`src/rtl/regfile_pkg.sv`:
```
// Shared types and helpers for the scoreboarded register file.
package regfile_pkg;

    typedef enum logic {
        RF_IDLE  = 1'b0,
        RF_CLEAR = 1'b1
    } rf_state_t;

    // Address width for a given depth; never below one bit.
    function automatic int rf_aw(input int depth);
        return (depth > 1) ? $clog2(depth) : 1;
    endfunction

endpackage

```
`src/rtl/regfile_clear_fsm.sv`:
```
// Clear engine: sweeps every entry once after reset or on a clear request.
module regfile_clear_fsm
    import regfile_pkg::*;
#(
    parameter int DEPTH = 32,
    parameter int AW    = rf_aw(DEPTH)
) (
    input  logic          clk,
    input  logic          rst,
    input  logic          i_clr_req,
    output logic          o_busy,
    output logic          o_clr_we,
    output logic [AW-1:0] o_clr_addr,
    output rf_state_t     o_state
);

    localparam logic [AW-1:0] LAST = AW'(DEPTH - 1);

    rf_state_t     r_state;
    logic [AW-1:0] r_cnt;
    logic          r_busy;

    // The counter parks on the last entry instead of wrapping.
    always_ff @(posedge clk or negedge rst) begin
        if (!rst) begin
            r_state <= RF_CLEAR;
            r_cnt   <= '0;
            r_busy  <= 1'b1;
        end else begin
            case (r_state)
                RF_IDLE: begin
                    if (i_clr_req) begin
                        r_state <= RF_CLEAR;
                        r_cnt   <= '0;
                        r_busy  <= 1'b1;
                    end
                end
                RF_CLEAR: begin
                    if (r_cnt == LAST) begin
                        r_state <= RF_IDLE;
                        r_busy  <= 1'b0;
                    end else begin
                        r_cnt <= r_cnt + 1'b1;
                    end
                end
                default: begin
                    r_state <= RF_CLEAR;
                    r_cnt   <= '0;
                    r_busy  <= 1'b1;
                end
            endcase
        end
    end

    assign o_busy     = r_busy;
    assign o_clr_we   = r_busy;
    assign o_clr_addr = r_cnt;
    assign o_state    = r_state;

endmodule

```
`src/rtl/regfile_sb.sv`:
```
// Integer register file with write bypass, optional hard-wired x0 and a
// per-register pending scoreboard for the hazard unit.
module regfile_sb
    import regfile_pkg::*;
#(
    parameter  int WIDTH    = 32,
    parameter  int DEPTH    = 32,
    parameter  int NREAD    = 2,
    parameter  int ZERO_REG = 1,
    localparam int AW       = rf_aw(DEPTH)
) (
    input  logic                   clk,
    input  logic                   rst,
    input  logic [NREAD*AW-1:0]    ra,
    output logic [NREAD*WIDTH-1:0] rd,
    output logic [NREAD-1:0]       rd_pend,
    input  logic                   we,
    input  logic [AW-1:0]          wa,
    input  logic [WIDTH-1:0]       wd,
    input  logic                   iss_en,
    input  logic [AW-1:0]          iss_addr,
    input  logic                   clr_req,
    output logic                   busy
);

    logic             w_busy;
    logic             w_clr_we;
    logic [AW-1:0]    w_clr_addr;
    rf_state_t        w_state;
    logic             w_idle;
    logic             w_wr_en;
    logic             w_iss_ok;
    logic [WIDTH-1:0] r_mem [DEPTH];
    logic [DEPTH-1:0] r_pend;
    logic [DEPTH-1:0] w_pend_nxt;

    regfile_clear_fsm #(
        .DEPTH (DEPTH),
        .AW    (AW)
    ) u_clear (
        .clk        (clk),
        .rst        (rst),
        .i_clr_req  (clr_req),
        .o_busy     (w_busy),
        .o_clr_we   (w_clr_we),
        .o_clr_addr (w_clr_addr),
        .o_state    (w_state)
    );

    assign w_idle   = (w_state == RF_IDLE);
    assign w_wr_en  = w_idle && we && !((ZERO_REG != 0) && (wa == '0));
    assign w_iss_ok = w_idle && iss_en && !((ZERO_REG != 0) && (iss_addr == '0));
    assign busy     = w_busy;

    always_ff @(posedge clk) begin
        if (w_clr_we) begin
            r_mem[w_clr_addr] <= '0;
        end else if (w_wr_en) begin
            r_mem[wa] <= wd;
        end
    end

    // Issue is applied after writeback so a same-cycle set beats the clear.
    always_comb begin
        w_pend_nxt = r_pend;
        if (w_idle && we) begin
            w_pend_nxt[wa] = 1'b0;
        end
        if (w_iss_ok) begin
            w_pend_nxt[iss_addr] = 1'b1;
        end
        if (ZERO_REG != 0) begin
            w_pend_nxt[0] = 1'b0;
        end
    end

    always_ff @(posedge clk or negedge rst) begin
        if (!rst) begin
            r_pend <= '0;
        end else if (w_clr_we) begin
            r_pend[w_clr_addr] <= 1'b0;
        end else if (w_idle) begin
            r_pend <= w_pend_nxt;
        end
    end

    for (genvar gi = 0; gi < NREAD; gi++) begin : g_rd
        logic [AW-1:0] w_ra;
        logic          w_ra_zero;
        logic          w_byp;

        assign w_ra      = ra[gi*AW +: AW];
        assign w_ra_zero = (ZERO_REG != 0) && (w_ra == '0);
        assign w_byp     = we && (wa == w_ra);

        assign rd[gi*WIDTH +: WIDTH] = (w_busy || w_ra_zero) ? '0 :
                                       w_byp                 ? wd : r_mem[w_ra];
        assign rd_pend[gi] = !w_busy && r_pend[w_ra] && !w_byp;
    end

endmodule

```
`config.mk`:
```
export PLATFORM = sky130hd
export DESIGN_NAME = regfile_sb
export DESIGN_NICKNAME = d
export VERILOG_FILES = /design/src/rtl/regfile_pkg.sv /design/src/rtl/regfile_clear_fsm.sv /design/src/rtl/regfile_sb.sv
export SDC_FILE = /design/constraint.sdc
export NUM_CORES = 1
export LEC_CHECK = 0
export CORE_MARGIN = 1.5
export CORE_UTILIZATION = 55
export DETAILED_ROUTE_END_ITERATION = 16
export GPL_ROUTABILITY_DRIVEN = 0
export PLACE_DENSITY = 0.69
export SLEW_MARGIN = 40
export SYNTH_ARGS = -nofsm -noshare
export SYNTH_HDL_FRONTEND = slang
export SYNTH_SLANG_ARGS = --single-unit
```
`constraint.sdc`:
```
create_clock -name clk -period 5.8 [get_ports clk]
set_clock_uncertainty 0.1 [all_clocks]
set_input_delay 1.45 -clock clk [delete_from_list [all_inputs] [get_ports clk]]
set_output_delay 1.45 -clock clk [all_outputs]
set_load 0.05 [all_outputs]
```
After elaboration in Yosys (flattened, before gate mapping)
Memories as Yosys holds them, arrays and structs flattened.
Index checks and enable logic that the tools add are counted.
{"block": "op_classes", "n_addsub": 1, "n_lt_le_gt_ge": 8, "muxes": 35, "n_reduce_logical": 27, "bitwise": 6, "n_eq_ne": 7}
{"op": "2-to-1 mux 32 bit", "count": 9}
{"op": "bitwise AND 32 bit", "count": 2}
{"op": "NOT 32 bit", "count": 2}
{"op": "bitwise OR 32 bit", "count": 1}
{"op": "OR reduction 32 bit", "count": 1}
{"op": "< comparator 5 x 6 -> 1 bit, second input constant", "count": 5}
{"op": "zero test 5 bit", "count": 4}
{"op": "demux 1 bit (select 5 bit)", "count": 3}
{"op": ">= comparator 5 x 1 -> 1 bit, second input constant", "count": 3}
{"op": "2-to-1 mux 1 bit", "count": 15}
{"op": "2-to-1 mux 5 bit", "count": 3}
{"op": "logical AND 1 bit", "count": 13}
{"op": "binary-select mux 1 bit (select 5 bit)", "count": 2}
{"op": "== test 5 bit", "count": 2}
{"op": "one-hot mux 5 bit (2 select lines)", "count": 1}
{"op": "inequality test 2 bit, second input constant", "count": 4}
{"op": "adder 5 x 1 -> 5 bit, second input constant", "count": 1}
{"op": "== test 5 bit, second input constant", "count": 1}
{"op": "zero test 1 bit", "count": 5}
{"op": "one-hot mux 1 bit (2 select lines)", "count": 2}
{"op": "AND reduction 2 bit", "count": 2}
{"op": "logical OR 1 bit", "count": 2}
{"op": "NOT 1 bit", "count": 1}
{"block": "totals", "ram_bits": 1024, "n_memories": 1, "in_bits": 57, "regBits": 39, "elab_cells": 89}
{"memory": "r_mem", "words": 32, "word_bits": 32, "read_ports": 2, "rd_clocked_by_memory_dff": 0, "wr": 1, "line_no": "regfile_sb.sv:33", "rtl": "logic [WIDTH-1:0] r_mem [DEPTH];"}

Depth between registers and ports, before layout
Gate-level depths: netlist of run 1.
{"block": "logic_depth", "ltp_word": 11, "depth_mapped": 9, "ltp_nobuf": 7}

Cells and area by module
Synthesis of run 1 repeated with hierarchy kept, for this count alone.
{"block": "unflattened", "hier_cells": 2981, "hier_area_um2": 50738.7}
{"mod": "regfile_sb", "cells_each": 2946, "instances": 1, "area_per_inst_um2": 50337.0}
{"mod": "regfile_clear_fsm", "cells_each": 35, "instances": 1, "area_per_inst_um2": 401.6}

Least setup slack after synthesis of run 1
No wires, ideal clock.
{"block": "synth_timing", "path_type": "input to output", "startpoint": "in ra[5]", "endpoint": "out rd[62]", "arrival_time_ns": 4.253, "path_stages": 8, "path_buffers": 3, "slack_ns": -0.003, "path_cell_list": "buf_4 buf_6 buf_12 mux2i_1 a221oi_2 o21a_1 nor4_1 a2111oi_1"}
{"block": "synth_between", "elab_chain_len": 4}
{"item": "start, declared", "line_no": "regfile_sb.sv:14", "rtl": "input logic [NREAD*AW-1:0] ra,"}
{"item": "parallel branches: the longest is 3 deep, another holds memory (32 x 32 bit)"}
{"item": "2-to-1 mux 32 bit (*)", "line_no": "regfile_sb.sv:96", "rtl": "assign rd[gi*WIDTH +: WIDTH] = (w_busy || w_ra_zero) ? '0 :"}
{"item": "end, declared", "line_no": "regfile_sb.sv:15", "rtl": "output logic [NREAD*WIDTH-1:0] rd,"}
Every way passes the cells marked *.

Worst setup path in the final report of run 1
{"block": "layout_timing", "startpoint": "in ra[0]", "endpoint": "out rd[31]"}
The elaborated chain is that of the path after synthesis.

==> flow_summary.json, run 1 <==
{
  "layout.nets": 3279,
  "startpoint": "ra[0]",
  "yosysMostFrequentCell": "edfxtp_1",
  "fin_crit_sh": 0.974,
  "crit_path_start_kind": "primary input",
  "ir_drop_mv": 0.257,
  "numPortBuffers": 123,
  "setup_viol": 0,
  "rows": 111,
  "grt_max_degree": 66,
  "avgSynthCellArea_um2": 17.0,
  "die_h_um": 308,
  "yosys.area.top_type": "edfxtp_1",
  "status": "finished clean",
  "yosysUniqueCellTypes": 62,
  "synth_top_area_frac": 0.600,
  "clock_sinks": 1063,
  "remaining_drc_errors": 0,
  "cts_resized": 0,
  "slew_viol_final": 0,
  "grt_pass1_vias": 34026,
  "syn_nets": 3084,
  "antenna_left": 0,
  "synth-edff-count": 1024,
  "synth_commonest_cells": "edfxtp_1 (1,024), mux4_2 (375), mux2i_1 (262), a221oi_1 (125), o21ai_0 (121)",
  "first_pass_iters": 6,
  "dr_total_vias": 33635,
  "clock.fmax_mhz": 177,
  "h-tree-depth": 3,
  "fp.coreArea_um2": 91900,
  "critical_path_class": "in -> out",
  "clockBufferDepth": 3,
  "insertion_delay_ns": 0.67,
  "ys.flop_type": "edfxtp_1",
  "avgRoutedWirePerCell_um": 35.6,
  "r2r_slack_ns": 2.23,
  "vias_per_cell": 7.40,
  "hold_viol": 0,
  "area_growth_pct": 15.6,
  "syn_area_um2": 51200,
  "ys_seq_area_frac": 0.619,
  "clkTransAtPathRegs_ns": 0.06,
  "fin_crit_ns": 5.65,
  "crit_required_ns": 4.25,
  "cts-buffers-inserted": 108,
  "syn_inst": 3022,
  "grt_pass1_wl_um": 233000,
  "cp_data_arrival_time_ns": 4.10,
  "tightestPinTransition_ns": 0.931,
  "endpoint_kind": "output pin",
  "worstPathMaxFanout": 28,
  "total_power_mw": 20.5,
  "drt_iter0_markers": 4759,
  "tritoncts": "done",
  "synthArstFlopShare": 0.0367,
  "yosysWarningCount": 0,
  "synth_seq_cells": 1063,
  "drv_cap": 0,
  "worst_hold_startpoint": "r_pend[31]",
  "ctsHoldBuffers": 0,
  "routed_wirelength_um": 162000,
  "grt_overflow_total": 0,
  "r2r_start": "u_clear.o_busy",
  "place_area_um2": 55800,
  "drive_gt1_frac": 0.288,
  "power_leakage_nw": 20.1,
  "antenna_found_initial": 4,
  "die_w_um": 308,
  "grt_use_total": 0.344,
  "dp_hpwl_um": 97000,
  "root_buffer": "clkbuf_16",
  "slew_headroom": 0.377,
  "cts_setup_buffers": 0,
  "tns_ns": 0,
  "final_area_um2": 59200,
  "dieArea_um2": 95000,
  "power.density_nw_per_um2": 346,
  "hold_class": "reg -> reg",
  "io_pins": 124,
  "rsz0062_at_grt": "false",
  "synth.area.top_cells": "edfxtp_1 (60%), mux4_2 (16%), mux2i_1 (5.1%)",
  "start_util": 0.557
}
[worst paths after layout]
kind	end	cells past startpoint
max	rd[31]	7
min	r_pend[31]	2
max reg2reg	r_mem[26][27]	5
min reg2reg	r_pend[31]	2
max in group asynchronous	u_clear.o_clr_addr[3]	1
min in group asynchronous	r_pend[15]	1
[cells in the final DEF, fill, tap and decap left out, types with 8 or more instances in the layout]
cell type,n
nor2_1,79
buf_4,179
dfrtp_1,36
bufinv_16,8
inv_1,11
a31oi_1,11
nand2_1,61
a221oi_1,125
o21ai_0,121
and2_2,11
a22oi_1,97
clkinv_1,24
a21oi_1,103
mux4_2,375
o21ai_1,31
o311ai_1,16
mux2_2,65
buf_12,103
clkdlybuf4s50_1,48
clkbuf_16,110
a221o_1,62
nand3_1,41
edfxtp_1,1024
and2_1,22
o311ai_0,14
clkbuf_1,24
xnor2_1,11
o221ai_1,31
nor2b_1,37
clkinv_2,21
mux2i_1,262
nor2_4,38
[power by group]
part	internal (mW)	switching [mW]	leakage, nW	total, mW
Combinational	1.55	2.70	8.09	4.25
Sequential	9.06	0.362	10.4	9.43
Clock	3.83	2.96	1.65	6.79
Total	14.4	6.02	20.1	20.5
[cell families after synthesis]
family                     synth area share
AOI/OAI and AO/OA                    0.0883
xor gates and xnor gates            0.00222
adders and majority gates           0.00122
buffers and inverters                0.0262
DFF                                   0.619
muxes                                 0.230
and+or+nand+nor                      0.0325
[metal layers]
layer | up-vias | GRT usage | share of wire
met5 | - | 0 | 0
li1 | 13239 | - | -
met3 | 462 | 0.0884 | 0.13
met2 | 2673 | 0.532 | 0.47
met1 | 17261 | 0.465 | 0.36
met4 | 0 | 0.148 | 0.044
[critical path, cell delays in order]
cell     delay (ns)
buf_8          0.31
buf_4          0.35
mux4_2         0.61
a22oi_1        0.49
nand3_1        0.27
a221o_1        0.36
buf_4          0.19
[through the flow]
step / hold WS [ns] / utilization / setup WS, ns / cells
5_1_grt: 0.465 / 0.644 / 0.0834 / 4546
3_3_place_gp: 0.404 / 0.607 / 0.00583 / 4348
6_report: 0.420 / 0.644 / 0.149 / 4547
3_5_place_dp: 0.409 / 0.607 / 0.218 / 4349
4_1_cts: 0.422 / 0.644 / 0.211 / 4545
2_1_floorplan: 0.376 / - / 0.502 / 3022
[final cells by class]
type | count | area (um^2)
Fill cell | 6330 | 32700
Sequential cell | 1063 | 31700
Multi-Input combinational cell | 1695 | 18600
Timing Repair Buffer | 336 | 3960
Clock buffer | 135 | 2860
Tap cell | 1243 | 1560
Clock inverter | 61 | 524
Inverter | 13 | 50.0
Antenna cell | 1 | 2.50
[state kept, by name (all words and copies together) (netlist names)]
register / count
u_clear.o_busy: 1
u_clear.o_state: 1
r_pend: 32
u_clear.o_clr_addr: 5
r_mem: 1024
(Power assumes the default switching activity.)
==> inputs of run 2 (changes only) <==
- SYNTH_HIERARCHICAL: default -> 1
==> run 2 against run 1 <==
Clock-buffer cell count fell by 3; via count fell by 1.9%; critical path depth rose by 1; synthesized cell count down 1.4%; die area decreased by 0.96%; final cell count is 1.9% lower; critical path type unchanged; critical endpoint is now rd[9]; largest cell class unchanged; largest power group unchanged.
==> flow_summary.json, run 2 <==
{
  "status": "finished clean",
  "grt_pass1_wl_um": 234000,
  "rsz0062_at_grt": "false",
  "syn_area_um2": 50700,
  "synth_seq_cells": 1063,
  "cts_setup_buffers": 0,
  "place_area_um2": 55500,
  "fp.coreArea_um2": 91500,
  "drive_gt1_frac": 0.307,
  "yosysWarningCount": 6,
  "cts_resized": 0,
  "crit_required_ns": 4.25,
  "grt_max_degree": 63,
  "remaining_drc_errors": 0,
  "antenna_left": 0,
  "insertion_delay_ns": 0.67,
  "layout.nets": 3251,
  "synth_commonest_cells": "edfxtp_1 (1,024), mux4_2 (362), mux2i_1 (245), mux2_2 (137), o21ai_0 (128)",
  "clock.fmax_mhz": 174,
  "power.density_nw_per_um2": 351,
  "ir_drop_mv": 0.269,
  "fin_crit_ns": 5.75,
  "slew_headroom": 0.384,
  "grt_overflow_total": 0,
  "dieArea_um2": 94100,
  "fin_cells": 4462,
  "tritoncts": "done",
  "h-tree-depth": 3,
  "rows": 111,
  "setup_viol": 0,
  "die_h_um": 307,
  "io_pins": 124,
  "die_w_um": 307,
  "setup_ws_ns": 0.0530,
  "avgSynthCellArea_um2": 17.0,
  "power_leakage_nw": 20.2,
  "critical_path_class": "in -> out",
  "clock_sinks": 1063,
  "antenna_found_initial": 2,
  "dp_hpwl_um": 98500,
  "cp_data_arrival_time_ns": 4.20,
  "largest_reg_flops": 1024,
  "yosys.area.top_type": "edfxtp_1",
  "grt_use_total": 0.349,
  "vias_per_cell": 7.40,
  "hold_class": "reg -> reg",
  "synth-edff-count": 1024,
  "ys_seq_area_frac": 0.625,
  "first_pass_iters": 6,
  "clkTransAtPathRegs_ns": 0.06,
  "yosysMostFrequentCell": "edfxtp_1",
  "routed_wirelength_um": 164000,
  "endpoint_kind": "output pin",
  "area_growth_pct": 16.0,
  "layout_common_cells": "edfxtp_1 (1,024), mux4_2 (362), mux2i_1 (245), buf_4 (181), mux2_2 (137)",
  "slew_viol_final": 0,
  "tns_ns": 0,
  "tightestPinTransition_ns": 0.915,
  "start_util": 0.554,
  "dr_total_vias": 33003,
  "yosysUniqueCellTypes": 67,
  "synthArstFlopShare": 0.0367,
  "syn_nets": 3041,
  "root_buffer": "clkbuf_16",
  "cts-buffers-inserted": 106,
  "hold_viol": 0,
  "syn_inst": 2981,
  "final_area_um2": 58900,
  "utilization": 0.643,
  "synth_top_area_frac": 0.606,
  "synth.area.top_cells": "edfxtp_1 (61%), mux4_2 (16%), mux2i_1 (4.8%)",
  "dpl_worst_slack_ns": 0.213,
  "clockBufferDepth": 3,
  "ctsHoldBuffers": 0,
  "grt_pass1_vias": 33176,
  "crit_path_start_kind": "primary input",
  "dpl.cell_count": 4269,
  "numPortBuffers": 123,
  "avgRoutedWirePerCell_um": 36.8,
  "final_common_cell": "edfxtp_1",
  "fin_crit_sh": 0.991,
  "worstPathMaxFanout": 46,
  "ys.flop_type": "edfxtp_1",
  "drt_iter0_markers": 5206,
  "drv_cap": 0,
  "top_register": "r_mem"
}
==> run 2: cell types whose count changed after synthesis, moves of 25 or more <==
cell / previous run / this run
a22oi_1: 97 / 46
mux2_2: 65 / 137
o22a_1: 0 / 25
a221o_1: 62 / 14
nand2_1: 62 / 101
and2_1: 33 / 7
o21ai_1: 31 / 2
a221oi_1: 125 / 1
inv_1: 12 / 47
o221ai_1: 31 / 66
a21oi_1: 104 / 53
nor2b_1: 39 / 10
o22ai_1: 1 / 90
a22o_1: 4 / 51
==> run 2: power by group <==
group	leakage, nW	total (mW)	internal [mW]	switching (mW)
registers	10.3	9.48	9.13	0.350
logic	8.28	4.40	1.66	2.75
clock network	1.63	6.77	3.86	2.92
==> run 2: stage by stage <==
step           power, mW  hold WS (ns)
5_1_grt             21.1         0.475
3_5_place_dp        14.0         0.421
4_1_cts             20.6         0.434
6_report            20.7         0.433
2_1_floorplan       11.8         0.385
3_3_place_gp        13.8         0.405
==> run 2: critical path, cell delays in order <==
cell	delay [ns]
buf_8	0.24
buf_12	0.33
nor2b_1	0.57
buf_4	0.28
a21oi_1	0.08
a311oi_1	0.63
o22ai_1	0.33
buf_12	0.24
==> run 2: path summary, 6_finish.rpt <==
path                       depth (start not counted)         endpoint  slack, ns       startpoint
max                                                8            rd[9]       0.05            ra[1]
min                                                2        r_pend[6]       0.43        r_pend[6]
max reg2reg                                        5    r_mem[30][16]       2.43  u_clear/o_state
min reg2reg                                        2        r_pend[6]       0.43        r_pend[6]
max in group asynchronous                          1  u_clear/o_state       4.58              rst
min in group asynchronous                          1       r_pend[12]       0.65              rst
==> run 2: layout make-up <==
type                       count  area [um^2]
antenna                        1         2.50
clock buffer                 132         2800
clock inverter                60          583
fill                        6259        32600
inverter                      49          185
multi-input combinational   1626        18000
sequential                  1063        31700
tap                         1186         1480
timing repair buffer         345         4090
==> run 2: kinds of logic after synthesis <==
group                      count (synthesis)  synth area share
DFF                                     1063             0.625
muxes                                    745             0.240
AOI/OAI and AO/OA                        544            0.0753
and+or+nand+nor                          321            0.0300
buffers and inverters                    292            0.0267
xor gates and xnor gates                  13           0.00224
adders and majority gates                  3          0.000740
==> run 2: metal layers <==
metal / up-vias / GRT usage / routed length, um
met2: 2475 / 0.553 / 78000
met3: 531 / 0.0765 / 19100
met5: - / 0 / 27
met1: 17053 / 0.463 / 58100
li1: 12940 / - / -
met4: 4 / 0.169 / 8840
